### src/rtl/panel_control.sv
// Front-panel controller: synchronizes and debounces the STEP, STEPEN and RUN
// switches, sequences the CPU reset/run request and counts step presses.
// Optional feature macro: STEP_COUNTER_EN enables the step-press counter;
// without it STEP_COUNT is tied to 8'h00.
module panel_control #(
    parameter logic [15:0] DEBOUNCE_CYCLES   = 16'd50000,
    parameter logic [15:0] RESET_HOLD_CYCLES = 16'd1024
) (
    input  logic       CPUCLK_IN,
    input  logic       RESET_IN,
    input  logic       STEP_SW_IN,
    input  logic       STEPEN_SW_IN,
    input  logic       RUN_SW_IN,
    output logic       STEP,
    output logic       STEP_PULSE,
    output logic       STEPEN,
    output logic       RUN,
    output logic       CPU_RESET,
    output logic [7:0] STEP_COUNT
);

    typedef enum logic [1:0] {
        ST_HALT      = 2'd0,
        ST_RESETTING = 2'd1,
        ST_RUNNING   = 2'd2
    } state_t;

    // Switch index: 0 = step, 1 = step enable, 2 = run.
    logic [2:0]        sync1_q;
    logic [2:0]        sync2_q;
    logic [2:0]        db_q;
    logic [2:0]        db_d;
    logic [2:0][15:0]  cnt_q;
    logic [2:0][15:0]  cnt_d;
    state_t            state_q;
    state_t            state_d;
    logic [15:0]       hold_q;
    logic [15:0]       hold_d;
    logic              pulse_q;
    logic              pulse_d;
    logic              run_q;
    logic              cpu_reset_q;

    // Debounce: a switch is accepted once its synchronized value has
    // disagreed with the debounced level for DEBOUNCE_CYCLES straight cycles.
    always_comb begin
        db_d  = db_q;
        cnt_d = cnt_q;
        for (int i = 0; i < 3; i++) begin
            if (sync2_q[i] == db_q[i]) begin
                cnt_d[i] = 16'd0;
                db_d[i]  = db_q[i];
            end else if ((cnt_q[i] + 16'd1) == DEBOUNCE_CYCLES) begin
                cnt_d[i] = 16'd0;
                db_d[i]  = sync2_q[i];
            end else begin
                cnt_d[i] = cnt_q[i] + 16'd1;
                db_d[i]  = db_q[i];
            end
        end
    end

    // Step pulse marks the edge at which the debounced step level rises.
    assign pulse_d = db_d[0] & ~db_q[0];

    // Run sequencer next state; it follows the freshly debounced run level so
    // that the HALT->RESETTING step coincides with the debounce acceptance.
    always_comb begin
        state_d = state_q;
        hold_d  = hold_q;
        case (state_q)
            ST_HALT: begin
                if (db_d[2]) begin
                    state_d = ST_RESETTING;
                    hold_d  = RESET_HOLD_CYCLES;
                end else begin
                    state_d = ST_HALT;
                end
            end
            ST_RESETTING: begin
                if (!db_d[2]) begin
                    state_d = ST_HALT;
                end else if (hold_q == 16'd0) begin
                    state_d = ST_RUNNING;
                end else begin
                    hold_d = hold_q - 16'd1;
                end
            end
            ST_RUNNING: begin
                if (!db_d[2]) begin
                    state_d = ST_HALT;
                end else begin
                    state_d = ST_RUNNING;
                end
            end
            default: begin
                state_d = ST_HALT;
            end
        endcase
    end

    // Synchronizers, debounce state, sequencer and registered outputs.
    always_ff @(posedge CPUCLK_IN) begin
        if (RESET_IN) begin
            sync1_q     <= 3'b000;
            sync2_q     <= 3'b000;
            db_q        <= 3'b000;
            cnt_q       <= {3{16'd0}};
            state_q     <= ST_HALT;
            hold_q      <= 16'd0;
            pulse_q     <= 1'b0;
            run_q       <= 1'b0;
            cpu_reset_q <= 1'b1;
        end else begin
            sync1_q     <= {RUN_SW_IN, STEPEN_SW_IN, STEP_SW_IN};
            sync2_q     <= sync1_q;
            db_q        <= db_d;
            cnt_q       <= cnt_d;
            state_q     <= state_d;
            hold_q      <= hold_d;
            pulse_q     <= pulse_d;
            run_q       <= (state_d == ST_RUNNING);
            cpu_reset_q <= (state_d != ST_RUNNING);
        end
    end

    assign STEP       = db_q[0];
    assign STEPEN     = db_q[1];
    assign STEP_PULSE = pulse_q;
    assign RUN        = run_q;
    assign CPU_RESET  = cpu_reset_q;

`ifdef STEP_COUNTER_EN
    logic [7:0] count_q;
    logic [7:0] count_d;
    logic       clr_count_s;

    assign clr_count_s = (state_q == ST_HALT) && (state_d == ST_RESETTING);

    // Step counter: a new run sequence clears it, and that clear beats a pulse.
    always_comb begin
        count_d = count_q;
        if (clr_count_s) begin
            count_d = 8'd0;
        end else if (pulse_q) begin
            count_d = count_q + 8'd1;
        end else begin
            count_d = count_q;
        end
    end

    // Step counter register.
    always_ff @(posedge CPUCLK_IN) begin
        if (RESET_IN) begin
            count_q <= 8'd0;
        end else begin
            count_q <= count_d;
        end
    end

    assign STEP_COUNT = count_q;
`else
    assign STEP_COUNT = 8'h00;
`endif

endmodule
### config.mk
export PLATFORM = sky130hd
export DESIGN_NAME = panel_control
export DESIGN_NICKNAME = d
export VERILOG_FILES = /design/src/rtl/panel_control.sv
export SDC_FILE = /design/constraint.sdc
export NUM_CORES = 1
export LEC_CHECK = 0
export CORE_AREA = 2 2 101 103
export CTS_BUF_LIST = sky130_fd_sc_hd__clkbuf_16
export DETAILED_ROUTE_END_ITERATION = 16
export DIE_AREA = 0 0 103 105
export PLACE_DENSITY = 0.62
export SLEW_MARGIN = 40
export SYNTH_ARGS = -nofsm -noshare
export SYNTH_HDL_FRONTEND = slang
export SYNTH_SLANG_ARGS = --single-unit
### constraint.sdc
create_clock -name CPUCLK_IN -period 5.2 [get_ports CPUCLK_IN]
set_input_delay 0.52 -clock CPUCLK_IN [delete_from_list [all_inputs] [get_ports CPUCLK_IN]]
set_output_delay 0.52 -clock CPUCLK_IN [all_outputs]
set_load 0.05 [all_outputs]
==> reports/qor.yml <==
ys_async_sr_fraction_pct: 0
hold_violations: 0
fin_skew_ns: 0.00739
gr-total-overflow: 0
routed_wl_mm: 6.90
post_cts_buffers: 0
vias: 2957
max_stage_delay_ns: 0.57
portBuffers: 9
cts_hold_buf: 0
worstPathArrival_ns: 3.34
layoutNonFillerInstCount: 594
critPathRequiredTime_ns: 5.40
row_count: 36
maxCapViolations: 0
finalCriticalPeriod_ns: 3.15
worst_hold_slack_ns: 0.439
grt_antenna_before_repair: 0
grt_pass1_wl_mm: 12.0
ir_worst_vdd_mv: 0.140
layout.nets: 466
synth_cells: 457
drtIter0Drc: 79
synth.largest_area_cell: "dfxtp_1"
grt_util_all_layers_pct: 13.5
grt_use_met3_pct: 4.41
fill_cells: 940
syn_avg_cell_area_sq_um: 8.52
cts_buffers: 9
cts_tree: "yes"
maxSlewHeadroom_pct: 57.2
h-tree-depth: 3
crit_fanout: 17
cts_num_sinks: 78
synth-edff-count: 0
drt_pass1_iterations: 4
ys_seq_area_share_pct: 40.1
crit_path_end_kind: "register"
place_inst: 579
outcome: "completed"
dieWidth_um: 103
slew_viol_final: 0
crit_chain: "ha_1 > a21bo_2 > a2111oi_0 > o2111ai_1 > nor4_4 > mux2i_4 > and2_1 > a311oi_1"
fmax_ghz: 0.318
fin_util_pct: 45.1
ios: 18
synthDistinctLibCells: 54
post_drt_wl_per_cell_um: 11.6
grt_util_met1_pct: 17.3
drcViolationCount: 0
die_h_um: 105
rsz0062_at_grt: "false"
synth-seq-cells: 78
antenna_cells: 0
grt_pass1_vias: 2727
core_sq_um: 9640
setup_ws_ns: 2.05
power_density_nw_per_um2: 292
min_period_over_period_pct: 60.5
final_antenna_net_count: 0
path_clk_slew_ns: 0.06
grt_max_degree: 24
clkLatencyLatePin_ns: 0.33
vias_per_cell: 4.98
synth_area_sq_um: 3890
syn_to_final_growth_pct: 11.5
setup_violations: 0
tns_ns: 0
grt_use_met2_pct: 21.6
grt_busiest_layer: "met2"
pre_cts_ws_ns: 1.91
start_kind: "register"
clock-root-buffer: "clkbuf_16"
netlist.area_leader.share_pct: 40.1
worst_pin_slew_ns: 0.636
drive_gt1_share_pct: 6.72
cts-resized-gates: 0
ys.warnings.count: 0
power_leakage_nw: 1.40
gp_congestion: 0.840
dieArea_sq_um: 10800
hp-class: "register to register"
place_hpwl_mm: 4.74
synth-main-ff-cell: "dfxtp_1"
netlist_top_cells_area: "dfxtp_1, nor2_1, xnor2_1"
clk_path_buf_depth: 2
path_class: "register to register"
crit_slowest_cell: "mux2i_4"
start_util_pct: 40.4
==> registers in the layout, indices dropped and copies added, names as in the netlist <==
name	count
sync1_q	3
RUN	1
CPU_RESET	1
db_q	3
cnt_q	48
STEP_PULSE	1
hold_q	16
state_q	2
sync2_q	3
==> logic make-up (layout without fill, tap and decap cells) <==
kind of cell / after synthesis / in the layout / share of synthesized area (%)
and+or+nand+nor: 220 / 220 / 29.6
DFF: 78 / 78 / 40.1
AOI/OAI and AO/OA: 52 / 52 / 9.80
xor gates and xnor gates: 49 / 49 / 11.0
buffers and inverters: 43 / 40 / 5.40
muxes: 10 / 10 / 2.67
adders and majority gates: 4 / 4 / 1.28
other: 1 / 8 / 0.0963
==> final timing paths <==
path | start | endpoint | slack (ns) | depth (start not counted)
setup reg to reg | cnt_q[32] | hold_q[10] | 2.05 | 8
hold / removal | sync1_q[1] | sync2_q[1] | 0.44 | 1
setup / recovery | cnt_q[32] | hold_q[10] | 2.05 | 8
hold reg to reg | sync1_q[1] | sync2_q[1] | 0.44 | 1
==> report_power, final <==
part	switching [mW]	internal, mW	total [mW]
Clock	0.225	0.412	0.637
Combinational	0.0226	0.00634	0.0290
Sequential	0.00184	0.601	0.602
==> cell usage after synthesis, types with 3 or more instances <==
cell and instances:
o21ai_0 10, mux2i_1 7, a21oi_1 12, nor4_1 13
xor2_1 19, nand2b_1 8, nand4_1 11, nand3_1 23
a32o_1 7, clkbuf_1 11, or3_1 6, mux2_2 3
buf_2 4, nor3_1 10, nor2b_1 7, ha_1 4
nor2_1 76, buf_4 9, xnor2_1 30, and3_1 7
dfxtp_1 78, nor3b_1 3, inv_1 16, nand2_1 33
and2_1 7, nand3b_1 4
==> critical path, delay by kind of cell (launching register included) <==
kind                       cells  cell delay (ns)
muxes                          1             0.57
and+or+nand+nor                2             0.79
AOI/OAI and AO/OA              4             1.03
adders and majority gates      1             0.28
DFF                            1             0.34
==> metrics by stage <==
stage / power [mW] / area [sq um]
2_1_floorplan: 0.644 / 3920
3_3_place_gp: 0.644 / 4030
3_5_place_dp: 0.645 / 4030
4_1_cts: 1.28 / 4330
5_1_grt: 1.31 / 4340
6_report: 1.27 / 4340
==> layout make-up <==
type | count | area, sq um | area share [%]
Timing Repair Buffer | 9 | 85.1 | 1.96
Tap cell | 133 | 166 | 3.83
Clock buffer | 9 | 225 | 5.19
Inverter | 16 | 60.1 | 1.38
Multi-Input combinational cell | 343 | 2170 | 49.9
Clock inverter | 6 | 77.6 | 1.79
Sequential cell | 78 | 1560 | 36.0
==> placed cells by master, fill, tap and decap left out, types with 3 or more instances in the layout <==
cell | synthesis | layout
or3_1 | 6 | 6
xor2_1 | 19 | 19
mux2_2 | 3 | 3
clkbuf_16 | 0 | 9
and2_1 | 7 | 7
nand4_1 | 11 | 11
ha_1 | 4 | 4
nor3_1 | 10 | 10
nor2b_1 | 7 | 7
clkdlybuf4s50_1 | 0 | 8
nor2_1 | 76 | 76
inv_1 | 16 | 16
o21ai_0 | 10 | 10
nor4_1 | 13 | 13
conb_1 | 1 | 8
nand3b_1 | 4 | 4
a21oi_1 | 12 | 12
nand2b_1 | 8 | 8
and3_1 | 7 | 7
a32o_1 | 7 | 7
nand3_1 | 23 | 23
mux2i_1 | 7 | 6
xnor2_1 | 30 | 30
dfxtp_1 | 78 | 78
nand2_1 | 33 | 33
==> routing by layer <==
layer | vias up | part of all wire (%)
li1 | 1564 | -
met1 | 1351 | 50
met2 | 36 | 47
met3 | 6 | 2.8
met4 | 0 | 1.1
met5 | - | 0
(Power assumes the default switching activity.)
